## src/rtl/raster_bbox_scanner_pkg.sv

```systemverilog
// Shared definitions for the raster front end: coordinate formats, scanner
// FSM encodings and the pixel-centre helper. The weight stage imports the
// same package so both sides agree on the Q10.6 layout.
package raster_bbox_scanner_pkg;

   // Coordinate format: signed Q10.6 held in 16 bits.
   localparam int RB_FRAC_BITS = 6;
   localparam int COORD_W      = 16;

   // Integer pixel counters. A signed 11-bit value covers the full floor
   // range of a Q10.6 coordinate (-512..511) with room to spare.
   localparam int PIX_W        = 11;

   // Default screen size.
   localparam int RB_SCREEN_W  = 320;
   localparam int RB_SCREEN_H  = 240;

   // Pixel-centre offset for the default fraction width (half a pixel).
   localparam logic signed [COORD_W-1:0] RB_CENTRE_OFF = COORD_W'(1 << (RB_FRAC_BITS - 1));

   // Scanner FSM encodings.
   //   IDLE  : waiting for a triangle, tri_ready high
   //   SETUP : latched vertices -> registered clamped bounding box
   //   ARM   : bounding box known; either reject as empty or load counters
   //   SCAN  : emitting pixels in raster order
   //   DONE  : tri_done pulse cycle, still not ready for a new triangle
   localparam logic [2:0] ST_IDLE  = 3'd0;
   localparam logic [2:0] ST_SETUP = 3'd1;
   localparam logic [2:0] ST_ARM   = 3'd2;
   localparam logic [2:0] ST_SCAN  = 3'd3;
   localparam logic [2:0] ST_DONE  = 3'd4;

   // Integer pixel index -> Q10.6 pixel centre, using shift and offset only.
   function automatic logic signed [COORD_W-1:0] pix_centre(
      input logic signed [PIX_W-1:0] c,
      input int                      frac
   );
      logic signed [COORD_W-1:0] w;
      w = {{(COORD_W - PIX_W){c[PIX_W-1]}}, c};
      return (w <<< frac) + COORD_W'(1 << (frac - 1));
   endfunction

endpackage

```

## src/rtl/raster_bbox_scanner_bbox_min_max3.sv

```systemverilog
// Combinational bounding-box extent along one axis: min and max of three
// signed Q10.6 coordinates, floored to integer pixels and clamped to the
// screen. Each bound is clamped only toward the screen interior, so a
// triangle fully off one side produces lo > hi and is seen as empty.
module bbox_min_max3
   import raster_bbox_scanner_pkg::*;
#(
   parameter int FRAC_BITS = RB_FRAC_BITS,
   parameter int LIMIT     = RB_SCREEN_W - 1
) (
   input  logic signed [COORD_W-1:0] a,
   input  logic signed [COORD_W-1:0] b,
   input  logic signed [COORD_W-1:0] c,
   output logic signed [PIX_W-1:0]   lo,
   output logic signed [PIX_W-1:0]   hi
);

   localparam logic signed [PIX_W-1:0] LIM = PIX_W'(LIMIT);

   logic signed [COORD_W-1:0] mn;
   logic signed [COORD_W-1:0] mx;
   logic signed [PIX_W-1:0]   mn_i;
   logic signed [PIX_W-1:0]   mx_i;

   // Floor is monotonic, so min/max are taken on the raw coordinates first.
   always_comb begin
      mn = a;
      if (b < mn) mn = b;
      if (c < mn) mn = c;
      mx = a;
      if (b > mx) mx = b;
      if (c > mx) mx = c;
   end

   // Floor by arithmetic shift, then clamp lower bound up and upper bound down.
   always_comb begin
      mn_i = PIX_W'(mn >>> FRAC_BITS);
      mx_i = PIX_W'(mx >>> FRAC_BITS);
      lo   = mn_i[PIX_W-1] ? '0 : mn_i;
      hi   = (mx_i > LIM) ? LIM : mx_i;
   end

endmodule

```

## src/rtl/raster_bbox_scanner.sv

```systemverilog
// Triangle bounding-box raster scanner. Accepts one triangle, registers its
// screen-clamped integer bounding box and walks every pixel in raster order,
// emitting pixel centres together with the latched vertices.
//
// Handshakes (both ports): a transfer happens on a rising edge where valid
// and ready are both high. A producer holding valid keeps its payload stable
// until the transfer; tri_ready and pix_valid never depend combinationally
// on tri_valid or pix_ready.
module raster_bbox_scanner
   import raster_bbox_scanner_pkg::*;
#(
   parameter int FRAC_BITS = RB_FRAC_BITS,
   parameter int SCREEN_W  = RB_SCREEN_W,
   parameter int SCREEN_H  = RB_SCREEN_H
) (
   input  logic                      clk,
   input  logic                      rst,
   input  logic                      tri_valid,
   output logic                      tri_ready,
   input  logic signed [COORD_W-1:0] v0x,
   input  logic signed [COORD_W-1:0] v0y,
   input  logic signed [COORD_W-1:0] v1x,
   input  logic signed [COORD_W-1:0] v1y,
   input  logic signed [COORD_W-1:0] v2x,
   input  logic signed [COORD_W-1:0] v2y,
   output logic                      pix_valid,
   input  logic                      pix_ready,
   output logic signed [COORD_W-1:0] px,
   output logic signed [COORD_W-1:0] py,
   output logic                      pix_last,
   output logic signed [COORD_W-1:0] o_v0x,
   output logic signed [COORD_W-1:0] o_v0y,
   output logic signed [COORD_W-1:0] o_v1x,
   output logic signed [COORD_W-1:0] o_v1y,
   output logic signed [COORD_W-1:0] o_v2x,
   output logic signed [COORD_W-1:0] o_v2y,
   output logic                      tri_done,
   output logic [2:0]                dbg_state
);

   logic [2:0]              state;

   // Registered bounding box and scan counters.
   logic signed [PIX_W-1:0] xmin;
   logic signed [PIX_W-1:0] xmax;
   logic signed [PIX_W-1:0] ymin;
   logic signed [PIX_W-1:0] ymax;
   logic signed [PIX_W-1:0] cx;
   logic signed [PIX_W-1:0] cy;
   logic                    empty_q;

   // Combinational bounding box from the latched vertices.
   logic signed [PIX_W-1:0] bx_lo;
   logic signed [PIX_W-1:0] bx_hi;
   logic signed [PIX_W-1:0] by_lo;
   logic signed [PIX_W-1:0] by_hi;

   logic                    pix_hs;
   logic                    at_row_end;
   logic                    at_last;

   bbox_min_max3 #(
      .FRAC_BITS (FRAC_BITS),
      .LIMIT     (SCREEN_W - 1)
   ) u_bbox_x (
      .a  (o_v0x),
      .b  (o_v1x),
      .c  (o_v2x),
      .lo (bx_lo),
      .hi (bx_hi)
   );

   bbox_min_max3 #(
      .FRAC_BITS (FRAC_BITS),
      .LIMIT     (SCREEN_H - 1)
   ) u_bbox_y (
      .a  (o_v0y),
      .b  (o_v1y),
      .c  (o_v2y),
      .lo (by_lo),
      .hi (by_hi)
   );

   // Status and pixel outputs decoded from state and counters.
   always_comb begin
      tri_ready  = (state == ST_IDLE);
      pix_valid  = (state == ST_SCAN);
      pix_hs     = pix_valid & pix_ready;
      at_row_end = (cx == xmax);
      at_last    = at_row_end && (cy == ymax);
      pix_last   = pix_valid & at_last;
      // Outside a scan the centre outputs read zero, matching reset.
      px         = pix_valid ? pix_centre(cx, FRAC_BITS) : '0;
      py         = pix_valid ? pix_centre(cy, FRAC_BITS) : '0;
      dbg_state  = state;
   end

   // Scanner FSM, vertex latch, bounding-box registers and raster counters.
   always_ff @(posedge clk) begin
      if (rst) begin
         state    <= ST_IDLE;
         o_v0x    <= '0;
         o_v0y    <= '0;
         o_v1x    <= '0;
         o_v1y    <= '0;
         o_v2x    <= '0;
         o_v2y    <= '0;
         xmin     <= '0;
         xmax     <= '0;
         ymin     <= '0;
         ymax     <= '0;
         cx       <= '0;
         cy       <= '0;
         empty_q  <= 1'b0;
         tri_done <= 1'b0;
      end else begin
         tri_done <= 1'b0;
         case (state)
            ST_IDLE: begin
               if (tri_valid) begin
                  o_v0x <= v0x;
                  o_v0y <= v0y;
                  o_v1x <= v1x;
                  o_v1y <= v1y;
                  o_v2x <= v2x;
                  o_v2y <= v2y;
                  state <= ST_SETUP;
               end
            end
            ST_SETUP: begin
               xmin    <= bx_lo;
               xmax    <= bx_hi;
               ymin    <= by_lo;
               ymax    <= by_hi;
               empty_q <= (bx_lo > bx_hi) || (by_lo > by_hi);
               state   <= ST_ARM;
            end
            ST_ARM: begin
               if (empty_q) begin
                  tri_done <= 1'b1;
                  state    <= ST_DONE;
               end else begin
                  cx    <= xmin;
                  cy    <= ymin;
                  state <= ST_SCAN;
               end
            end
            ST_SCAN: begin
               if (pix_hs) begin
                  if (at_last) begin
                     tri_done <= 1'b1;
                     state    <= ST_DONE;
                  end else if (at_row_end) begin
                     cx <= xmin;
                     cy <= cy + PIX_W'(1);
                  end else begin
                     cx <= cx + PIX_W'(1);
                  end
               end
            end
            ST_DONE: begin
               state <= ST_IDLE;
            end
            default: begin
               state <= ST_IDLE;
            end
         endcase
      end
   end

endmodule

```

## config.mk

```make
export PLATFORM = sky130hd
export DESIGN_NAME = raster_bbox_scanner
export DESIGN_NICKNAME = d
export VERILOG_FILES = /design/src/rtl/raster_bbox_scanner_pkg.sv /design/src/rtl/raster_bbox_scanner_bbox_min_max3.sv /design/src/rtl/raster_bbox_scanner.sv
export SDC_FILE = /design/constraint.sdc
export NUM_CORES = 1
export LEC_CHECK = 0
export CAP_MARGIN = 20
export CORE_MARGIN = 5
export CORE_UTILIZATION = 35
export DETAILED_ROUTE_END_ITERATION = 16
export GPL_TIMING_DRIVEN = 0
export HOLD_SLACK_MARGIN = 0.03
export PLACE_DENSITY = 0.69
export SLEW_MARGIN = 20
export SYNTH_ARGS = -nofsm -noshare
export SYNTH_HDL_FRONTEND = slang
export SYNTH_HIERARCHICAL = 1
export SYNTH_SLANG_ARGS = --single-unit
export TNS_END_PERCENT = 1
```

## constraint.sdc

```tcl
create_clock -name clk -period 6.8 [get_ports clk]
set_input_delay 1.02 -clock clk [delete_from_list [all_inputs] [get_ports clk]]
set_output_delay 1.02 -clock clk [all_outputs]
set_load 0.01 [all_outputs]
```

### Yosys cells after proc, flatten, opt, wreduce, memory -nomap -nowiden

Index checks and enable logic that the tools add are counted.

* register bits after elaboration: 167
* output and inout port bits: 135

* add/subtract/negate cells: 4
* magnitude comparators: 12
* equal/unequal tests: 11
* multiplexer cells: 33
* bitwise logic cells: 2
* reductions and logical operators: 8

Operators by type and width (count)
* $mux W16: 10
* $mux W11: 10
* $gt A16 B16 Y1: 4
* $lt A16 B16 Y1: 4
* $pmux W11 S2: 2
* $add A16 B7 Y16 const B: 2
* $add A11 B2 Y11 const B: 2
* $eq A11 B11 Y1: 2
* $gt A11 B11 Y1: 2
* $mux W9: 2
* $mux W3: 4
* $pmux W3 S4: 1
* $gt A10 B10 Y1 const B: 1
* $gt A10 B9 Y1 const B: 1
* $eq A3 B2 Y1 const B: 2
* $ne A2 B1 Y1 const B: 3
* $ne A2 B2 Y1 const B: 3
* $reduce_and A5 Y1: 1
* $reduce_and A4 Y1: 1
* $eq A3 B1 Y1 const B: 1
* $logic_not A3 Y1: 1
* $mux W1: 3
* $reduce_and A3 Y1: 1
* $and A1 B1 Y1: 2
* other kinds (5): 5

### Logic depth before layout (Yosys ltp)

Gate-level depths: netlist of the first run.

* depth in word-level cells: 8
* depth in mapped cells: 29
* gate-level depth less buffers: 27

### Modules after synthesis

The synthesis of the first run kept the hierarchy.

Modules (own cells, without submodules)
* raster_bbox_scanner: times used 1, cells each 953, area an instance 7415.9 µm², sequential area each 3343.2 µm²
* bbox_min_max3 at u_bbox_y: times used 1, cells each 283, area an instance 2077.0 µm², sequential area each 0.0 µm²
* bbox_min_max3 at u_bbox_x: times used 1, cells each 259, area an instance 1988.2 µm², sequential area each 0.0 µm²

### Worst setup path before layout of the first run

OpenSTA, ideal clock, no wires.

* kind: register -> register
* from: register o_v0y[15]
* to: register empty_q
* setup time: 137 ps
* data arrival time: 6089 ps
* setup slack: 575 ps
* cell stages (with the launch flop): 29
* path buffers: 3
* cell sequence: dfxtp_1 > inv_1 > ha_1 > nand4_2 > o22ai_1 > or2_0 > nor4_1 > nor3_2 > buf_2 > clkbuf_1 > nor2_1 > a21oi_1 > ha_1 > nand2_1 > nor4_1 > a22oi_1 > a31oi_1 > buf_2 > a221oi_1 > or4_4 > o211ai_1 > inv_1 > ha_1 > nor2b_1 > o21a_1 > o21ai_0 > nand4b_1 > a32oi_1 > o21ai_0

* word-level cells in the longest chain between the ends: 8

RTL lines
* from (decl): line raster_bbox_scanner.sv:32 `output logic signed [COORD_W-1:0] o_v0y,`
* from (signal assigned): line raster_bbox_scanner.sv:122 `o_v0y <= v0y;`
* $gt A16 B16 Y1: line raster_bbox_scanner_bbox_min_max3.sv:31 `if (b > mx) mx = b;`
* $mux W16 (*): line raster_bbox_scanner_bbox_min_max3.sv:31
* $gt A16 B16 Y1: line raster_bbox_scanner_bbox_min_max3.sv:32 `if (c > mx) mx = c;`
* $mux W16 (*): line raster_bbox_scanner_bbox_min_max3.sv:32
* $gt A10 B9 Y1: line raster_bbox_scanner_bbox_min_max3.sv:40 `hi = (mx_i > LIM) ? LIM : mx_i;`
* $mux W11 (*): line raster_bbox_scanner_bbox_min_max3.sv:40
* net by_hi[1]: line raster_bbox_scanner.sv:56 `logic signed [PIX_W-1:0] by_hi;`
* $gt A11 B11 Y1 (*): line raster_bbox_scanner.sv:135 `empty_q <= (bx_lo > bx_hi) || (by_lo > by_hi);`
* $logic_or A1 B1 Y1 (*): line raster_bbox_scanner.sv:135
* to (signal assigned): line raster_bbox_scanner.sv:135
* to (decl): line raster_bbox_scanner.sv:50 `logic empty_q;`

The timed path passes the listed nets; every way through them passes the cells marked *.
A chain may end at the register's enable or synchronous reset.

### Worst setup path in the final report of the first run

* from: register o_v0y[10]
* to: register empty_q

Same word-level chain as after synthesis.

==> results.toml, run 1 <==
[power]
internal-power_uw = 2740
power.static_leakage_uw = 0.00602
peakVddDrop_v = 0.000191
clkPwrFrac_pct = 19.6
power_density_mw_per_mm2 = 329
switching_power_uw = 2220
pwr-share-comb_pct = 54.9
seq_power_share_pct = 25.5
switching_share_pct = 44.8

[detailed_routing]
drt_drc_violations_left = 0
drt-vias-per-instance = 5.28
antenna_violating_nets_post_route = 0
routed_wire_length_per_instance_um = 18.2
via_total_after_detailed_routing = 11700
first_iter_violations = 825
total_wire_length_after_detailed_routing_um = 40200
first_pass_iters = 5

[floorplanning]
start_util_pct = 35.4
ios = 235
die-height_um = 191
core_area_mm2 = 0.0325
die_area_mm2 = 0.0365
rows = 66
die-width_um = 191

[grt]
grt_start_max_net_pins = 19
grt_most_used_layer = "met2"
grt_pass1_wl_um = 62200
grtUsageMet2_pct = 34.4
global_route.overflow_total = 0
grtUsageMet1_pct = 28.3
gr-usage-all-layers_pct = 21.3
vias_in_the_first_global_route = 11300
use_met3_pct = 4.29
grt_antenna_before_repair = 1

[clocking]
cts.reportedPaths.clkPinSlew_ps = 70
tritoncts_num_sinks = 167
worst_skew_pair.late_latency_ps = 450
clock_tree_from_tritoncts = "built"
numCtsBuffers = 17
cts-root-to-sink-buffers = 2
clock_tree.root_cell = "sky130_fd_sc_hd__clkbuf_16"
htree_levels = 4

[cells_and_area]
drive_gt1_share_pct = 8.34
layout_common_cells = "328 x sky130_fd_sc_hd__nand2_1, 224 x sky130_fd_sc_hd__clkdlybuf4s50_1, 212 x sky130_fd_sc_hd__a21oi_1"
final.fill_count = 3198
sequential_cell_area_mm2 = 0.00335
antenna_cells_inserted = 0
layout_commonest_cell = "sky130_fd_sc_hd__nand2_1"
final_core_utilization_pct = 46.3
syn2layout_area_growth_pct = 31.0
multiInputGateArea_mm2 = 0.00748
finish.net_count = 1968

[min_path]
holdPathStages = 2
hold_end = "ymin[8]"
hold_path.class = "flip-flop to flip-flop"
hold_path_startpoint = "ymin[8]"

[worst_setup_path]
reg2regPathDepth = 27
timing.rr.start = "o_v0y[10]"
r2r_end = "empty_q"
worstSetupStartpointType = "flip-flop"
timing.critical_path.fanout_max = 10
timing_worst_setup_path_type = "flip-flop to flip-flop"
critical_path.slowest_cell = "sky130_fd_sc_hd__or4_4"
worst_ep_required_time_ps = 7090
regToRegSetupSlack_ps = 300
cp_top_family = "compound AO/OA/AOI/OAI gates"
end_kind = "flip-flop"
worstPathArrival_ps = 6800
cp_num_buf_inv = 4
worst_path_largest_cell_delay_ps = 600

[placement]
detailedPlacementHpwl_um = 31800
buffer_ports.inserted = 224
gp_congestion = 0.951

[yosys]
post_synth.cell_area_avg_um2 = 7.68
yosysWarningCount = 6
synth_enable_flop_cells = 0
synth_seq_cells = 167
share_of_the_yosys_chip_area_belonging_to_registers_pct = 29.1
share_of_synthesized_flip_flops_with_an_asynchronous_set_or_reset_pct = 0
synthCells = 1495
synth_area_mm2 = 0.0115
synth.lib_cells_used.distinct = 86
ys_dominant_reg_cell = "sky130_fd_sc_hd__dfxtp_1"

[sta]
post-route-min-period_ps = 6500
headroom_to_the_max_slew_limit_pct = 42.8
achievable-frequency_ghz = 0.154
clock-skew-final_ps = 15.0
finalHoldViolCount = 0
setup_tns_ps = 0
worstMarginPinSlew_ps = 858
finalHoldWorstSlack_ps = 466
setup_violations = 0
min_period_over_period_pct = 95.7
maxSlewViolCount = 0

[run_status]
outcome = "complete, no violations"

[flow_run]
cap_violations = 0
-- stage by stage --
stage | instances | worst slack (ps) | cell area, um2 | total power [uW]
after floorplan | 1506 | 575 | 11500 | 3110
after global placement | 2172 | -377 | 14300 | 3820
after detailed placement | 2172 | -505 | 14300 | 3880
after CTS | 2205 | 55.9 | 14900 | 4900
after global routing | 2205 | -9.06 | 15000 | 5300
final | 2205 | 295 | 15000 | 4950
-- sequential cells by signal, summed over array words and instances (netlist names) --
register and count:
cx 11, cy 11, dbg_state 3, empty_q 1, o_v0x 16, o_v0y 16, o_v1x 16, o_v1y 16
o_v2x 16, o_v2y 16, tri_done 1, xmax 11, xmin 11, ymax 11, ymin 11
-- cell usage after synthesis, drive strengths merged (3+ instances only) --
library cell,number,share of area (%)
a21oi,212,9.2
o311ai,4,0.31
and3,23,1.3
and4,3,0.23
xor2,13,0.99
clkbuf,55,1.8
or3,4,0.22
inv,91,3.0
a21o,18,1.2
and2,7,0.39
nand2b,3,0.16
mux2,24,2.6
xnor2,11,0.84
o211ai,9,0.59
nand3,20,0.98
or4,3,0.26
a2111oi,3,0.39
a311oi,4,0.36
or2,9,0.49
a22oi,4,0.26
o21ai,27,1.2
nor2,81,2.7
o31ai,9,0.80
o32ai,8,0.68
ha,118,13
nand2,329,11
conb,3,0.098
dfxtp,167,29
o22ai,5,0.27
mux2i,46,4.0
o21a,7,0.46
nand4,24,1.4
nor4,11,0.97
buf,40,2.3
nor2b,22,1.2
a221oi,7,0.75
o221a,5,0.49
nor3,22,1.0
a211oi,9,0.68
a31oi,11,0.65
-- worst register-to-register path, delay by kind of cell (launching register included) --
| kind | cells | cell delay [ps] |
|---|---|---|
| AO/OA/AOI/OAI | 12 | 2440 |
| AND/OR/NAND/NOR | 7 | 1760 |
| adder cells (fa/ha/maj) | 3 | 840 |
| buffers and inverters | 4 | 660 |
| flip-flops | 1 | 440 |
| multiplexers | 1 | 220 |
-- power groups by stage --
stage | Combinational (uW) | Clock [uW] | Sequential, uW
6_report | 2720 | 973 | 1260
5_1_grt | 3000 | 1030 | 1280
4_1_cts | 2650 | 990 | 1260
3_5_place_dp | 2600 | 0 | 1280
3_3_place_gp | 2540 | 0 | 1280
2_1_floorplan | 1860 | 0 | 1240
-- layer usage --
| metal | wire length (um) | share of wire [%] |
|---|---|---|
| met5 | 7 | 0.017 |
| met2 | 18000 | 45 |
| met1 | 18000 | 45 |
| met4 | 1070 | 2.7 |
| met3 | 3060 | 7.6 |
-- area by class of cell --
cell class	count	share of cell area, %
Multi-Input combinational cell	1153	49.7
Sequential cell	167	22.3
Timing Repair Buffer	226	15.0
Tap cell	442	3.68
Buffer	94	3.22
Clock buffer	17	2.83
Inverter	91	2.27
Clock inverter	15	1.03
-- worst max path at each step --
| stage | end | cells after the start | slack [ps] | startpoint |
|---|---|---|---|---|
| floorplan | empty_q | 28 | 570 | o_v0y[15] |
| global placement | empty_q | 28 | -380 | o_v0y[15] |
| detailed placement | empty_q | 28 | -500 | o_v0y[15] |
| CTS | empty_q | 28 | 60 | o_v0y[15] |
| global route | empty_q | 27 | -9 | o_v0x[15] |
| finish | empty_q | 27 | 300 | o_v0y[10] |
-- cells by family after synthesis --
kind of cell	synth area share (%)
other cells	0.0981
fa+ha+maj	12.9
buf+inv	7.12
simple gates	22.5
compound gates	19.8
flops	29.1
mux	6.66
xor+xnor	1.83
-- repair_timing --
item	4_1_cts	5_1_grt
hold endpoints to repair	0	0
resized for setup	8	20
pin swaps	1	2
hold buffers	0	0
setup buffers	1	1
endpoints found under the setup margin	1	1
gates cloned	0	0
No activity file was read; power rests on OpenSTA's default activity.
==> run 2: changes to the inputs <==
CORE_UTILIZATION = 45   (was 35)
PLACE_DENSITY = 0.82   (was 0.69)
==> results.toml, run 2 (synthesized netlist as in run 1, its figures left out) <==
[placement]
placement.setup.worst_slack_ps = -412
buffer_ports.inserted = 224
gp_congestion = 0.933
number_of_cells_in_the_design_after_placement = 2060
detailedPlacementHpwl_um = 30300

[worst_setup_path]
worstSetupStartpointType = "flip-flop"
timing.critical_path.fanout_max = 10
timing_worst_setup_path_type = "flip-flop to flip-flop"
regToRegSetupSlack_ps = 290
timing.rr.start = "o_v0y[15]"
r2r_end = "empty_q"
end_kind = "flip-flop"
reg2regPathDepth = 27
worst_ep_required_time_ps = 7090
timing.critical_path.to = "empty_q"
worstPathArrival_ps = 6790
worst_setup_path_startpoint = "o_v0y[15]"

[detailed_routing]
total_wire_length_after_detailed_routing_um = 38100
routed_wire_length_per_instance_um = 18.2
first_pass_iters = 6
first_iter_violations = 982
via_total_after_detailed_routing = 11800
drt-vias-per-instance = 5.62
antenna_violating_nets_post_route = 0
drt_drc_violations_left = 0

[cells_and_area]
syn2layout_area_growth_pct = 29.4
drive_gt1_share_pct = 7.95
multiInputGateArea_mm2 = 0.00746
sequential_cell_area_mm2 = 0.00334
final.fill_count = 2257
layout.cells.non_filler = 2092
layout_common_cells = "328 x sky130_fd_sc_hd__nand2_1, 224 x sky130_fd_sc_hd__clkdlybuf4s50_1, 212 x sky130_fd_sc_hd__a21oi_1"
finish.net_count = 1967
final_core_utilization_pct = 59.0
layout_commonest_cell = "sky130_fd_sc_hd__nand2_1"

[grt]
grt_start_max_net_pins = 17
grt_antenna_before_repair = 4
vias_in_the_first_global_route = 11300
gr-usage-all-layers_pct = 25.4
global_route.overflow_total = 0
grt_pass1_wl_um = 59300

[sta]
worstMarginPinSlew_ps = 849
maxSlewViolCount = 0
finalHoldViolCount = 0
setup_violations = 0
timing.final.ws_setup_ps = 293
headroom_to_the_max_slew_limit_pct = 43.4
clock-skew-final_ps = 14.5
post-route-min-period_ps = 6510
achievable-frequency_ghz = 0.154
min_period_over_period_pct = 95.7
setup_tns_ps = 0

[floorplanning]
start_util_pct = 45.6
die_area_mm2 = 0.0288
ios = 235
rows = 58
die-height_um = 170
core_area_mm2 = 0.0252
die-width_um = 170

[clocking]
numCtsBuffers = 17
worst_skew_pair.late_latency_ps = 430
cts-root-to-sink-buffers = 2
clock_tree_from_tritoncts = "built"
clock_tree.root_cell = "sky130_fd_sc_hd__clkbuf_16"
postCtsHoldBufs = 0
htree_levels = 4
tritoncts_num_sinks = 167
cts.reportedPaths.clkPinSlew_ps = 70

[run_status]
outcome = "complete, no violations"

[power]
pwr-share-comb_pct = 54.9
internal-power_uw = 2750
seq_power_share_pct = 25.6
clkPwrFrac_pct = 19.5
power_density_mw_per_mm2 = 331
switching_power_uw = 2170
peakVddDrop_v = 0.000160
power.static_leakage_uw = 0.00601
switching_share_pct = 44.0

[min_path]
hold_path.class = "flip-flop to flip-flop"

[flow_run]
cap_violations = 0
==> run 2: changes by cell type in the layout (fill, tap and decap cells not counted), sizes merged <==
cell,change
clkinv,-4
bufinv,+1
diode,+1
inv,+1
==> run 2: through the flow <==
step | power, uW | area, um2 | hold slack [ps]
5_1_grt | 5250 | 14900 | 489
3_5_place_dp | 3870 | 14200 | 462
2_1_floorplan | 3110 | 11500 | 432
6_report | 4920 | 14900 | 462
4_1_cts | 4850 | 14800 | 464
3_3_place_gp | 3770 | 14200 | 446
==> run 2: final cells by class <==
cell class,count,share of cell area [%]
repair buffers,225,15.1
inverters,91,2.30
flip-flops and latches,167,22.5
plain buffers,94,3.24
multi-input cells,1153,50.2
clock inverters,13,0.909
well taps,330,2.78
clock buffers,18,2.89
diodes,1,0.0168
==> run 2: power groups by stage <==
stage / combinational [uW] / sequential (uW) / clock (uW)
after CTS: 2620 / 1250 / 970
final: 2700 / 1260 / 961
after global placement: 2500 / 1270 / 0
after floorplan: 1860 / 1240 / 0
after detailed placement: 2590 / 1280 / 0
after global routing: 2970 / 1270 / 1010
==> run 2: what timing repair did <==
action | CTS | global route
resized for setup | 5 | 16
buffers inserted | 0 | 1
endpoints found under the setup margin | 1 | 1
pin swaps | 0 | 3
cloned | 0 | 0
==> run 2: metal layers <==
layer	share of wire [%]	GRT usage, %
met5	0.071	0
met2	46	41.4
met1	42	32.6
met4	3.0	10.3
met3	8.9	5.75
==> run 2: worst max-delay path: stages (launching register included) <==
cell                       delay, ps
sky130_fd_sc_hd__dfxtp_1         440
sky130_fd_sc_hd__inv_1           100
sky130_fd_sc_hd__ha_2            400
sky130_fd_sc_hd__nand4_2         210
sky130_fd_sc_hd__nor4_4          320
sky130_fd_sc_hd__o21a_1          260
sky130_fd_sc_hd__nor4_4          100
sky130_fd_sc_hd__nor3_4          230
sky130_fd_sc_hd__buf_6           220
sky130_fd_sc_hd__clkbuf_4        240
sky130_fd_sc_hd__mux2i_1         100
sky130_fd_sc_hd__ha_1            310
sky130_fd_sc_hd__nand4_1         160
sky130_fd_sc_hd__nor4_2          270
sky130_fd_sc_hd__a22oi_1         150
sky130_fd_sc_hd__a31oi_2         300
sky130_fd_sc_hd__buf_2           280
sky130_fd_sc_hd__a221oi_1        140
sky130_fd_sc_hd__or4_4           590
sky130_fd_sc_hd__o211ai_1        270
sky130_fd_sc_hd__inv_1            80
sky130_fd_sc_hd__ha_1            290
sky130_fd_sc_hd__nand4_1          80
sky130_fd_sc_hd__nor2_1          190
sky130_fd_sc_hd__o21ai_0         150
sky130_fd_sc_hd__a21o_1          200
sky130_fd_sc_hd__a32oi_1         180
sky130_fd_sc_hd__o21ai_0          90
==> run 2: how the worst min path moves through the flow <==
stage,cells after the start,slack [ps],start,endpoint
final,2,460,ymin[8],ymin[8]
after global routing,2,490,ymin[8],ymin[8]
after CTS,2,460,ymin[8],ymin[8]
after detailed placement,2,460,xmin[10],xmin[10]
after global placement,2,450,ymin[1],ymin[1]
after floorplan,2,430,ymin[1],ymin[1]
==> run 3: changes to the inputs <==
CORE_UTILIZATION = 23   (was 45)
PLACE_DENSITY = 0.53   (was 0.82)
==> results.toml, run 3 (synthesized netlist as in run 1, its figures left out) <==
[power]
seq_power_share_pct = 24.6
internal-power_uw = 2970
power.static_leakage_uw = 0.00607
clkPwrFrac_pct = 22.0
peakVddDrop_v = 0.000153
pwr-share-comb_pct = 53.3
switching_share_pct = 42.4
power_density_mw_per_mm2 = 334
switching_power_uw = 2180

[min_path]
hold_end = "xmin[10]"
hold_path_startpoint = "xmin[10]"
hold_path.class = "flip-flop to flip-flop"
holdPathStages = 2

[cells_and_area]
drive_gt1_share_pct = 8.00
layout_commonest_cell = "sky130_fd_sc_hd__nand2_1"
postLayoutCellArea_mm2 = 0.0154
syn2layout_area_growth_pct = 34.1
finish.net_count = 1969
final_core_utilization_pct = 31.3
layout_common_cells = "328 x sky130_fd_sc_hd__nand2_1, 224 x sky130_fd_sc_hd__clkdlybuf4s50_1, 212 x sky130_fd_sc_hd__a21oi_1"

[floorplanning]
start_util_pct = 23.4
die-width_um = 233
die-height_um = 233
core_area_mm2 = 0.0492
ios = 235
die_area_mm2 = 0.0545
rows = 81

[detailed_routing]
drt_drc_violations_left = 0
via_total_after_detailed_routing = 11400
met2RoutedLength_um = 18800
maxUsedRoutingLayer = "met5"
metal3_wl_um = 2520
first_pass_iters = 5
total_wire_length_after_detailed_routing_um = 43500
wirelength_met1_um = 21000
antenna_violating_nets_post_route = 0
routed_wire_length_per_instance_um = 17.9
first_iter_violations = 749
drt-vias-per-instance = 4.68

[worst_setup_path]
worstPathArrival_ps = 6790
regToRegSetupSlack_ps = 340
timing_worst_setup_path_type = "flip-flop to flip-flop"
critical_path.slowest_cell = "sky130_fd_sc_hd__or4_4"
worst_path_largest_cell_delay_ps = 580
reg2regPathDepth = 28
end_kind = "flip-flop"
r2r_end = "empty_q"
worst_ep_required_time_ps = 7130
worstSetupStartpointType = "flip-flop"
timing.rr.start = "o_v0y[11]"
worst_path_most_repeated_cell = "sky130_fd_sc_hd__ha_1"
timing.critical_path.fanout_max = 10

[clocking]
cts.reportedPaths.clkPinSlew_ps = 60
cts-root-to-sink-buffers = 2
clock_tree.root_cell = "sky130_fd_sc_hd__clkbuf_16"
tritoncts_num_sinks = 167
htree_levels = 4
worst_skew_pair.late_latency_ps = 480
numCtsBuffers = 17
clock_tree_from_tritoncts = "built"
postCtsHoldBufs = 0

[placement]
postPlaceCellArea_mm2 = 0.0146
detailedPlacementHpwl_um = 35600
gp_congestion = 0.882
buffer_ports.inserted = 224

[run_status]
outcome = "complete, no violations"

[sta]
headroom_to_the_max_slew_limit_pct = 36.5
setup_violations = 0
post-route-min-period_ps = 6460
clock-skew-final_ps = 10.4
achievable-frequency_ghz = 0.155
setup_repair_after_global_routing_missed_its_margin = "no"
min_period_over_period_pct = 95.0
finalHoldViolCount = 0
worstMarginPinSlew_ps = 945
maxSlewViolCount = 0

[grt]
grt_pass1_wl_um = 66200
gr-usage-all-layers_pct = 15.8
global_route.overflow_total = 0
grt_start_max_net_pins = 17
grt_antenna_before_repair = 1
vias_in_the_first_global_route = 11200

[flow_run]
cap_violations = 0
## run 3: worst max-delay path by stage
stage | startpoint | end
after floorplan | o_v0y[15] | empty_q
after global placement | o_v0y[15] | empty_q
after detailed placement | o_v0y[11] | empty_q
after CTS | o_v0x[14] | empty_q
after global routing | o_v0y[11] | empty_q
final | o_v0y[11] | empty_q
## run 3: critical path, delay by kind of cell (launching register included)
family          cells  cell delay (ps)
fa+ha+maj           3              890
mux                 1              220
flops               1              460
compound gates     13             2460
buf+inv             5              830
simple gates        6             1430
## run 3: metal layers
layer	global-route usage, %	vias to the layer above
li1	-	5712
met5	0	-
met4	5.60	2
met3	3.90	60
met1	21.7	5267
met2	24.1	311
## run 3: final cells by class
| type | instances | area, um2 |
|---|---|---|
| Timing Repair Buffer | 227 | 2260 |
| Multi-Input combinational cell | 1153 | 7460 |
| Tap cell | 664 | 831 |
| Buffer | 94 | 487 |
| Clock buffer | 22 | 474 |
| Sequential cell | 167 | 3350 |
| Clock inverter | 8 | 194 |
| Antenna cell | 1 | 2.50 |
| Inverter | 91 | 342 |
| Fill cell | 5242 | 33800 |
## run 3: power by group through the flow
stage / Clock, uW / Combinational, uW / Sequential, uW
detailed placement: 0 / 2650 / 1290
finish: 1130 / 2750 / 1270
global route: 1200 / 3060 / 1290
floorplan: 0 / 1860 / 1240
CTS: 1170 / 2690 / 1270
global placement: 0 / 2600 / 1290
## run 3: timing repair
action                     4_1_cts  5_1_grt
pin swaps                        2        2
setup endpoints to repair        1        1
buffers inserted                 2        1
resized for setup                6       19
## run 3: metrics by stage
| stage | power, uW | setup slack [ps] | hold slack, ps | setup TNS [ps] | std cells |
|---|---|---|---|---|---|
| floorplan | 3110 | 575 | 432 | 0 | 1506 |
| global placement | 3890 | -617 | 452 | -617 | 2394 |
| detailed placement | 3940 | -635 | 458 | -635 | 2394 |
| CTS | 5130 | 2.54 | 466 | 0 | 2426 |
| global route | 5550 | 28.0 | 489 | 0 | 2426 |
| finish | 5150 | 339 | 466 | 0 | 2427 |
